`config.mk`:
```
export PLATFORM = sky130hd
export DESIGN_NAME = pipelined_prefix_adder
export DESIGN_NICKNAME = d
export VERILOG_FILES = /design/src/rtl/prefix_adder_pkg.sv /design/src/rtl/prefix_level.sv /design/src/rtl/pipelined_prefix_adder.sv
export SDC_FILE = /design/constraint.sdc
export NUM_CORES = 1
export LEC_CHECK = 0
export BUFFER_PORTS_ARGS = -buffer_cell sky130_fd_sc_hd__buf_4
export CAP_MARGIN = 20
export CELL_PAD_IN_SITES_DETAIL_PLACEMENT = 1
export CELL_PAD_IN_SITES_GLOBAL_PLACEMENT = 1
export CORE_ASPECT_RATIO = 0.8
export CORE_MARGIN = 8
export CORE_UTILIZATION = 44
export DETAILED_ROUTE_END_ITERATION = 12
export PLACE_DENSITY_LB_ADDON = 0.1
export SYNTH_ARGS = -nofsm -noshare
export SYNTH_HDL_FRONTEND = slang
export SYNTH_HIERARCHICAL = 1
export SYNTH_SLANG_ARGS = --single-unit
```
`constraint.sdc`:
```
create_clock -name clk -period 3.1 [get_ports clk]
set_clock_uncertainty 0.15 [all_clocks]
set_input_delay 0.465 -clock clk [delete_from_list [all_inputs] [get_ports clk]]
set_output_delay 0.465 -clock clk [all_outputs]
set_load 0.01 [all_outputs]
```
`src/rtl/prefix_adder_pkg.sv`:
```
//------------------------------------------------------------------------------
// Module  : prefix_adder_pkg
// Brief   : Shared constants and elaboration helpers for the prefix adder.
// Revision: 1.0 - initial release
//------------------------------------------------------------------------------
`default_nettype none

package prefix_adder_pkg;

    localparam logic OP_ADD = 1'b0;
    localparam logic OP_SUB = 1'b1;

    // ceil(log2(w)), w >= 2
    function automatic int levels(input int w);
        int r;
        r = 0;
        for (int i = 0; i < 31; i++) begin
            if ((1 << i) < w) r = i + 1;
        end
        return r;
    endfunction

    // Prefix level after which pipeline register j (1..pipe-1) sits.
    function automatic int stage_after_level(input int j, input int pipe, input int lv);
        return ((j * lv) + pipe - 1) / pipe - 1;
    endfunction

    function automatic bit reg_after_level(input int k, input int pipe, input int lv);
        bit hit;
        hit = 1'b0;
        for (int j = 1; j < pipe; j++) begin
            if (stage_after_level(j, pipe, lv) == k) hit = 1'b1;
        end
        return hit;
    endfunction

endpackage

`default_nettype wire

```
`src/rtl/prefix_level.sv`:
```
//------------------------------------------------------------------------------
// Module  : prefix_level
// Brief   : One Kogge-Stone level: combines each position with position-SPAN.
// Revision: 1.0 - initial release
//------------------------------------------------------------------------------
`default_nettype none

module prefix_level #(
    parameter int N    = 17,
    parameter int SPAN = 1
) (
    input  logic [N-1:0] i_g,
    input  logic [N-1:0] i_p,
    output logic [N-1:0] o_g,
    output logic [N-1:0] o_p
);

    genvar i;
    generate
        for (i = 0; i < N; i++) begin : g_bit
            if (i < SPAN) begin : g_pass
                assign o_g[i] = i_g[i];
                assign o_p[i] = i_p[i];
            end else begin : g_comb
                assign o_g[i] = i_g[i] | (i_p[i] & i_g[i-SPAN]);
                assign o_p[i] = i_p[i] & i_p[i-SPAN];
            end
        end
    endgenerate

endmodule

`default_nettype wire

```
`src/rtl/pipelined_prefix_adder.sv`:
```
//------------------------------------------------------------------------------
// Module  : pipelined_prefix_adder
// Brief   : Pipelined Kogge-Stone add/sub with flags, tag and valid/ready.
// Revision: 1.0 - initial release
//------------------------------------------------------------------------------
`default_nettype none

module pipelined_prefix_adder
    import prefix_adder_pkg::*;
#(
    parameter int WIDTH = 16,
    parameter int PIPE  = 2,
    parameter int TAG_W = 4
) (
    input  logic             clk,
    input  logic             rst,
    input  logic             in_valid,
    output logic             in_ready,
    input  logic [WIDTH-1:0] in_a,
    input  logic [WIDTH-1:0] in_b,
    input  logic             in_cin,
    input  logic             in_op,
    input  logic [TAG_W-1:0] in_tag,
    input  logic             flush,
    output logic             out_valid,
    input  logic             out_ready,
    output logic [WIDTH-1:0] out_sum,
    output logic             out_cout,
    output logic             out_ovf,
    output logic             out_zero,
    output logic [TAG_W-1:0] out_tag
);

    localparam int LEVELS = levels(WIDTH);
    localparam int N      = WIDTH + 1;

    logic w_adv;
    assign w_adv    = out_ready | ~out_valid;
    assign in_ready = w_adv & ~flush;

    // Values at each level boundary; element k feeds prefix level k.
    logic [N-1:0]     w_g   [LEVELS+1];
    logic [N-1:0]     w_p   [LEVELS+1];
    logic [WIDTH-1:0] w_x   [LEVELS+1];
    logic             w_v   [LEVELS+1];
    logic             w_am  [LEVELS+1];
    logic             w_bm  [LEVELS+1];
    logic [TAG_W-1:0] w_tag [LEVELS+1];

    logic [WIDTH-1:0] w_bp;
    logic             w_cin;
    assign w_bp  = (in_op == OP_SUB) ? ~in_b : in_b;
    assign w_cin = (in_op == OP_SUB) ? 1'b1 : in_cin;

    // Position 0 holds the carry-in as a pure generate (propagate forced low).
    assign w_g[0]   = {in_a & w_bp, w_cin};
    assign w_p[0]   = {in_a | w_bp, 1'b0};
    assign w_x[0]   = in_a ^ w_bp;
    assign w_v[0]   = in_valid & in_ready;
    assign w_am[0]  = in_a[WIDTH-1];
    assign w_bm[0]  = w_bp[WIDTH-1];
    assign w_tag[0] = in_tag;

    genvar k;
    generate
        for (k = 0; k < LEVELS; k++) begin : g_level
            logic [N-1:0] w_lg;
            logic [N-1:0] w_lp;

            prefix_level #(.N(N), .SPAN(1 << k)) u_level (
                .i_g(w_g[k]),
                .i_p(w_p[k]),
                .o_g(w_lg),
                .o_p(w_lp)
            );

            if (reg_after_level(k, PIPE, LEVELS)) begin : g_reg
                logic             r_v;
                logic             r_am;
                logic             r_bm;
                logic [N-1:0]     r_g;
                logic [N-1:0]     r_p;
                logic [WIDTH-1:0] r_x;
                logic [TAG_W-1:0] r_tag;

                always_ff @(posedge clk or posedge rst) begin
                    if (rst) begin
                        r_v   <= 1'b0;
                        r_am  <= 1'b0;
                        r_bm  <= 1'b0;
                        r_g   <= '0;
                        r_p   <= '0;
                        r_x   <= '0;
                        r_tag <= '0;
                    end else begin
                        if (flush)      r_v <= 1'b0;
                        else if (w_adv) r_v <= w_v[k];
                        if (w_adv) begin
                            r_am  <= w_am[k];
                            r_bm  <= w_bm[k];
                            r_g   <= w_lg;
                            r_p   <= w_lp;
                            r_x   <= w_x[k];
                            r_tag <= w_tag[k];
                        end
                    end
                end

                assign w_v[k+1]   = r_v;
                assign w_am[k+1]  = r_am;
                assign w_bm[k+1]  = r_bm;
                assign w_g[k+1]   = r_g;
                assign w_p[k+1]   = r_p;
                assign w_x[k+1]   = r_x;
                assign w_tag[k+1] = r_tag;
            end else begin : g_wire
                assign w_v[k+1]   = w_v[k];
                assign w_am[k+1]  = w_am[k];
                assign w_bm[k+1]  = w_bm[k];
                assign w_g[k+1]   = w_lg;
                assign w_p[k+1]   = w_lp;
                assign w_x[k+1]   = w_x[k];
                assign w_tag[k+1] = w_tag[k];
            end
        end
    endgenerate

    logic [WIDTH-1:0] w_sum;
    logic             w_cout;
    logic             w_ovf;
    assign w_sum  = w_x[LEVELS] ^ w_g[LEVELS][WIDTH-1:0];
    // When 2^LEVELS == WIDTH the top group stops at position 1; fold in the carry-in.
    assign w_cout = w_g[LEVELS][WIDTH] | (w_p[LEVELS][WIDTH] & w_g[LEVELS][0]);
    assign w_ovf  = (w_am[LEVELS] == w_bm[LEVELS]) & (w_sum[WIDTH-1] != w_am[LEVELS]);

    logic             r_out_valid;
    logic [WIDTH-1:0] r_out_sum;
    logic             r_out_cout;
    logic             r_out_ovf;
    logic             r_out_zero;
    logic [TAG_W-1:0] r_out_tag;

    always_ff @(posedge clk or posedge rst) begin
        if (rst) begin
            r_out_valid <= 1'b0;
            r_out_sum   <= '0;
            r_out_cout  <= 1'b0;
            r_out_ovf   <= 1'b0;
            r_out_zero  <= 1'b0;
            r_out_tag   <= '0;
        end else begin
            if (flush)      r_out_valid <= 1'b0;
            else if (w_adv) r_out_valid <= w_v[LEVELS];
            if (w_adv) begin
                r_out_sum  <= w_sum;
                r_out_cout <= w_cout;
                r_out_ovf  <= w_ovf;
                r_out_zero <= (w_sum == '0);
                r_out_tag  <= w_tag[LEVELS];
            end
        end
    end

    assign out_valid = r_out_valid;
    assign out_sum   = r_out_sum;
    assign out_cout  = r_out_cout;
    assign out_ovf   = r_out_ovf;
    assign out_zero  = r_out_zero;
    assign out_tag   = r_out_tag;

endmodule

`default_nettype wire

```
# --- After elaboration in Yosys (flattened, before gate mapping) ---
# Cells that the tools add are included.
totals:
  reg_bits: 77
  in_bits: 43
  out_inout_bits: 25
  wordCells: 180
op_classes:
  eq_ne: 2
  n_mux: 6
  bitwise: 157
  n_reduce_logical: 2
op_table:
  columns: ["operator", "count"]
  rows:
  - ["$and A1 B1 Y1", 95]
  - ["$or A1 B1 Y1", 55]
  - ["$xor A16 B16 Y16", 2]
  - ["$and A16 B16 Y16", 1]
  - ["$logic_not A16 Y1", 1]
  - ["$mux W16", 1]
  - ["$not A16 Y16", 1]
  - ["$or A16 B16 Y16", 1]
  - ["$mux W1", 5]
  - ["$not A1 Y1", 2]
  - ["$reduce_bool A2 Y1", 1]
  - ["$eq A1 B1 Y1", 1]
  - ["$ne A1 B1 Y1", 1]

# --- Logic depth before layout (Yosys ltp) ---
# Gate-level depths: netlist of run 1.
depth:
  word_depth: 7
  depth_mapped: 9
  depth_no_buf: 7

# --- Hierarchy ---
# Netlist of run 1, hierarchy kept.
modules_own_cells:
  columns: ["module", "n_inst", "cells_per_inst", "area_each_um2", "seq_area_each_um2"]
  rows:
  - ["pipelined_prefix_adder", 1, 452, 3955.0, 2026.9]
  - ["prefix_level at g_level[2].u_level ...", 2, 34, 246.5, 0.0]
  - ["prefix_level at g_level[1].u_level", 1, 34, 240.2, 0.0]
  - ["prefix_level at g_level[0].u_level", 1, 34, 237.7, 0.0]

# --- Worst setup path before layout of run 1 ---
# Ideal clock, no wire load.
synth_timing:
  path_type: "input port to flip-flop"
  start: "input port in_op"
  end: "register g_level[1].g_reg.r_p[16]"
  setup_ns: 0.117
  t_arrival_ns: 1.620
  required_ns: 2.833
  slack_ns: 1.213
  path_stages: 9
  path_buffers: 2
  path_cell_list: "buf_4 > buf_4 > xnor2_1 > ha_1 > inv_1 > and2_2 > and2_2 > nand2_1 > nand2_1"
synth_rtl:
  columns: ["item", "line", "text"]
  rows:
  - ["start: declaration", "pipelined_prefix_adder.sv:22", "input logic in_op,"]
  - ["end signal: assignment", "pipelined_prefix_adder.sv:102", "r_p <= w_lp;"]
  - ["end: declaration", "pipelined_prefix_adder.sv:82", "logic [N-1:0] r_p;"]

# --- Final worst setup path of run 1 ---
layout_timing:
  start: "register r_out_valid, in the netlist out_valid"
  end: "output port in_ready"
layout_via:
  elab_chain_cells: 3
layout_lines:
  columns: ["item", "line", "text"]
  rows:
  - ["start: declaration", "pipelined_prefix_adder.sv:136", "logic r_out_valid;"]
  - ["start signal: assignment", "pipelined_prefix_adder.sv:153", "else if (w_adv) r_out_valid <= w_v[LEVELS];"]
  - ["$not A1 Y1", "pipelined_prefix_adder.sv:38", "assign w_adv = out_ready | ~out_valid;"]
  - ["$or A1 B1 Y1", "pipelined_prefix_adder.sv:38", null]
  - ["$and A1 B1 Y1", "pipelined_prefix_adder.sv:39", "assign in_ready = w_adv & ~flush;"]
  - ["end: declaration", "pipelined_prefix_adder.sv:18", "output logic in_ready,"]
# Every way passes these cells.

==> metrics.cfg, run 1 <==
[layout]
drive_gt1_share_pct = 16.9
fillers = 1238
ff_latch_area_mm2 = 0.00193
syn_to_final_growth_pct = 19.2
diodes = 0
layout.cells.non_filler = 733
multiInputGateArea_mm2 = 0.00224
fin_nets = 663

[timing]
slew_headroom_pct = 31.7
finalCritPeriodShare_pct = 63.1
finalSetupTns_ns = 0
rsz0062_at_grt = false
final-hold-violation-count = 0
worst_pin_slew_ns = 1.02
timing.fmax_ghz = 0.512
fin_crit_ns = 1.95
setup_viol = 0
drv_slew = 0

[placement]
post-dp-hpwl_mm = 8.89
globalplace.congestion = 0.777
portBuffers = 67
place_inst = 717

[synthesis]
avgSynthCellArea_um2 = 8.44
ys_warn_count = 6
synthesis.instances = 541
netlist_area_mm2 = 0.00456
syn-num-nets = 616

[clock_network]
clock_path_buffers = 2
tritoncts = built
clk_pin_slew_ns = 0.06
cts.hold.buffers_added = 0
cts_made_buffers = 9
cts_sinks = 77
cts_setup_buffers = 0
cts_max_level = 3
ctsRootBufferMaster = clkbuf_16
clk_latency_ns = 0.33
cts_resized = 0

[power_and_ir_drop]
peakVddDrop_mv = 0.286
powerDensity_mw_per_mm2 = 635
power_mw = 3.46
cellLeakagePower_nw = 3.03

[drt]
drtIter0Drc = 158
drt-pass1-iter-count = 4
vias = 3572
routed_wl_mm = 11.5
routed_via_density = 4.87
avgRoutedWirePerCell_um = 15.7
route.detailed.drc = 0
drtAntennaViolNets = 0

[global_route]
grt_pass1_vias = 3934
overflow = 0
grt_max_degree = 56
track_usage_pct = 17.5
grt_first_pass_wirelength_mm = 19.2
antenna_found_initial = 0

[worst_setup_path]
crit_path_max_fanout = 15
r2r_cells = 4
r2r_start = out_valid
startpoint_type = register
cp.arrival_ns = 1.34
r2r_setup_slack_ns = 1.27
reg2reg_to = g_level[1].g_reg.r_g[6]
crit_path_start = out_valid
end_kind = output port
crit_path_end = in_ready
required_ns = 2.48
crit_type = register to output port

[floorplanning]
io_pins = 68
fp-row-count = 33
die_h_um = 107
dieArea_mm2 = 0.0139
die_x_um = 130
core_mm2 = 0.0102
start_util_pct = 44.9

[run]
drv_cap = 0

[status]
status = completed

[min_path]
min_path_type = input port to async pin

## sequential cells by signal, summed over array words and instances, names as in the netlist
signal,flops
g_level.g_reg.r_g,17
g_level.g_reg.r_p,13
g_level.g_reg.r_v,1
out_ovf,1
g_level.g_reg.r_am,1
out_tag,4
g_level.g_reg.r_x,16
out_sum,16
out_cout,1
out_zero,1
g_level.g_reg.r_bm,1
g_level.g_reg.r_tag,4
out_valid,1
## how the worst min path moves through the flow
stage / startpoint / to / cells past startpoint
3_5_place_dp: g_level[1].g_reg.r_tag[3] / g_level[1].g_reg.r_tag[3] / 2
6_report: rst / g_level[1].g_reg.r_tag[1] / 2
3_3_place_gp: g_level[1].g_reg.r_tag[0] / g_level[1].g_reg.r_tag[0] / 2
2_1_floorplan: g_level[1].g_reg.r_tag[0] / g_level[1].g_reg.r_tag[0] / 2
4_1_cts: rst / g_level[1].g_reg.r_tag[1] / 2
5_1_grt: flush / g_level[1].g_reg.r_v / 2
## routing by layer
metal | track usage [%] | part of all wire (%)
met4 | 4.30 | 1.1
met3 | 4.46 | 4.8
met1 | 22.0 | 46
met5 | 0 | 0
met2 | 29.6 | 48
## critical path, cell delays in order (launching register included)
cell and delay (ns):
dfrtp_1 0.39, nor2b_4 0.39, nor2_1 0.08, buf_4 0.15
## layout make-up
cell class | instances | share of cell area [%]
clock buffer | 10 | 4.39
tap | 140 | 3.22
multi-input combinational | 380 | 41.1
inverter | 49 | 3.38
timing repair buffer | 71 | 10.3
sequential | 77 | 35.4
clock inverter | 6 | 2.18
## power by group
| part | internal, mW | switching (mW) | total, mW |
|---|---|---|---|
| Combinational | 0.415 | 0.453 | 0.868 |
| Sequential | 1.20 | 0.146 | 1.34 |
| Clock | 0.817 | 0.427 | 1.24 |
| Total | 2.43 | 1.03 | 3.46 |
## per-stage QoR
step | hold WS [ns] | utilization [%] | worst slack, ns | instance area [µm²]
2_1_floorplan | 0.289 | - | 0.518 | 4560
3_3_place_gp | 0.298 | 50.0 | 1.02 | 5080
3_5_place_dp | 0.313 | 50.0 | 0.974 | 5080
4_1_cts | 0.140 | 53.6 | 1.11 | 5440
5_1_grt | 0.157 | 53.6 | 1.05 | 5440
6_report | 0.116 | 53.6 | 1.15 | 5440
## cells in the final DEF (no fill, tap or decap), drive strengths merged
cell type,count
nor2b,1
clkinv,2
and4,1
clkbuf,10
xor2,4
nor4,1
nand4,2
a21oi,15
nor2,30
or3,1
a41o,1
a21o,53
nand3,1
nand2b,1
a31oi,1
nand2,166
or2,1
buf,71
inv,50
bufinv,3
and2,39
o21ai,2
dfrtp,77
xnor2,28
ha,32
Note: power is estimated with default switching activity, not from simulation.
==> run 2, diff against run 1 <==
clock period = 1.85 ns   (was 3.1 ns; I/O delays follow)
==> metrics.cfg, run 2 (synthesis results as in run 1) <==
[timing]
finalCritPeriodShare_pct = 93.4
finalSetupTns_ns = 0  ; unchanged
timing.fmax_ghz = 0.579
drv_slew = 0  ; unchanged
slew_headroom_pct = 71.0  ; +39 points
final-hold-violation-count = 0  ; unchanged
rsz0062_at_grt = false
setup_viol = 0  ; unchanged
fin_crit_ns = 1.73
worst_pin_slew_ns = 0.435  ; -0.589 ns

[layout]
most-common-layout-cells = nand2_1, dfrtp_1, buf_4
syn_to_final_growth_pct = 20.9
largest_reg_flops = 17  ; unchanged
regMostFlops = g_level.g_reg.r_g
fin_nets = 673  ; +1.5%
diodes = 0  ; unchanged
drive_gt1_share_pct = 17.4  ; +0.58 points
multiInputGateArea_mm2 = 0.00225  ; +0.34%
fillers = 1210  ; -2.3%
ff_latch_area_mm2 = 0.00193  ; unchanged
stdcell_area_mm2 = 0.00552  ; +1.4%
final_common_cell = nand2_1

[worst_setup_path]
crit_path_max_fanout = 3  ; -12
cp_num_buf_inv = 0  ; -1
crit_type = register to register
required_ns = 1.97  ; -0.51 ns
cpMaxStageDelayCell = dfrtp_1
crit_family = compound AO/OA/AOI/OAI gates
cpMostUsedCell = a21o_1
r2r_start = g_level[1].g_reg.r_p[4]
cp_cell_sequence = a21o_1, a21o_1, xnor2_1, and4_2, a41o_1
end_kind = register
cp.arrival_ns = 1.85  ; +0.51 ns
crit_path_start = g_level[1].g_reg.r_p[4]
slowest_delay_ns = 0.40  ; about the same
startpoint_type = register

[floorplanning]
io_pins = 68  ; unchanged
fp-row-count = 33  ; unchanged
dieArea_mm2 = 0.0139  ; unchanged
die_x_um = 130  ; unchanged
die_h_um = 107  ; unchanged
core_mm2 = 0.0102  ; unchanged
start_util_pct = 44.9  ; unchanged

[drt]
drtIter0Drc = 152  ; -3.8%
drtAntennaViolNets = 0  ; unchanged
avgRoutedWirePerCell_um = 15.6  ; -0.72%
route.detailed.drc = 0  ; unchanged
drt-pass1-iter-count = 4  ; unchanged
vias = 3561  ; -0.31%
routed_wl_mm = 11.6  ; +0.49%
routed_via_density = 4.80  ; -1.5%

[global_route]
grtUsageMet2_pct = 28.9  ; -0.63 points
track_usage_pct = 17.7  ; +0.14 points
antenna_found_initial = 0  ; unchanged
grt_max_degree = 78  ; +39%
grt-busiest-layer = met2
met3_usage_pct = 4.66  ; +0.20 points
grt_pass1_vias = 3858  ; -1.9%
overflow = 0  ; unchanged
grt_first_pass_wirelength_mm = 19.1  ; -0.46%
met1_usage_pct = 23.0  ; +1.1 points

[placement]
postPlaceCellArea_mm2 = 0.00515  ; +1.3%
globalplace.congestion = 0.779  ; +0.24%
portBuffers = 67  ; unchanged
post-dp-hpwl_mm = 8.82  ; -0.82%

[status]
status = completed

[min_path]
min_path_type = input port to register
min_from = in_tag[0]

[power_and_ir_drop]
powerDensity_mw_per_mm2 = 1020  ; +60%
cellLeakagePower_nw = 3.07  ; +1.2%
peakVddDrop_mv = 0.412  ; +44%

[clock_network]
clock_path_buffers = 2  ; unchanged
ctsRootBufferMaster = clkbuf_16
cts_sinks = 77  ; unchanged
cts_setup_buffers = 0  ; unchanged
cts_max_level = 3  ; unchanged
clk_pin_slew_ns = 0.06  ; about the same
clk_latency_ns = 0.34  ; about the same
tritoncts = built
cts_made_buffers = 9  ; unchanged

[run]
drv_cap = 0  ; unchanged

-- run 2: what timing repair did --
action | 4_1_cts | 5_1_grt
resized for setup | 0 | 1
hold buffers | 5 | 0
endpoints found under the setup margin | 0 | 1
endpoints found under the hold margin | 82 | 0
-- run 2: metrics by stage --
step	std cells	power, mW	hold WS [ns]	utilization, %	worst slack (ns)
2_1_floorplan	541	3.15	0.191	-	0.151
3_3_place_gp	722	3.70	0.283	50.7	0.0827
3_5_place_dp	722	3.77	0.282	50.7	0.0431
4_1_cts	742	5.69	0.00498	54.3	0.0269
5_1_grt	742	5.95	0.0231	54.3	0.0428
6_report	742	5.62	0.00657	54.3	0.123
-- run 2: power by group --
part | internal, mW | total (mW) | leakage, nW | switching [mW]
sequential | 2.01 | 2.25 | 0.913 | 0.244
combinational | 0.723 | 1.49 | 2.00 | 0.768
clock | 1.18 | 1.88 | 0.156 | 0.706
-- run 2: layer usage --
metal / part of all wire [%] / routed length, µm
met5: 0 / 0
met4: 0.57 / 66
met3: 4.0 / 467
met2: 47 / 5440
met1: 48 / 5610
-- run 2: worst paths after layout --
check	slack [ns]	to	cells after the start
hold / removal	0.007	g_level[1].g_reg.r_tag[0]	3
setup reg to reg	0.12	out_zero	5
setup / recovery	0.12	out_zero	5
max in group asynchronous	0.74	g_level[1].g_reg.r_x[9]	4
hold reg to reg	0.32	g_level[1].g_reg.r_g[15]	2
min in group asynchronous	0.47	out_tag[2]	4
-- run 2: area by class of cell --
class / count / area share (%)
clock buffer: 9 / 4.08
clock inverter: 6 / 1.59
inverter: 49 / 3.40
multi-input combinational: 380 / 40.7
sequential: 77 / 34.9
tap: 140 / 3.17
timing repair buffer: 81 / 12.2
-- run 2: worst register-to-register path: stages, from the launching register on --
cell and delay, ns:
dfrtp_1 0.40, a21o_1 0.23, a21o_1 0.18, xnor2_1 0.27
and4_2 0.29, a41o_1 0.16
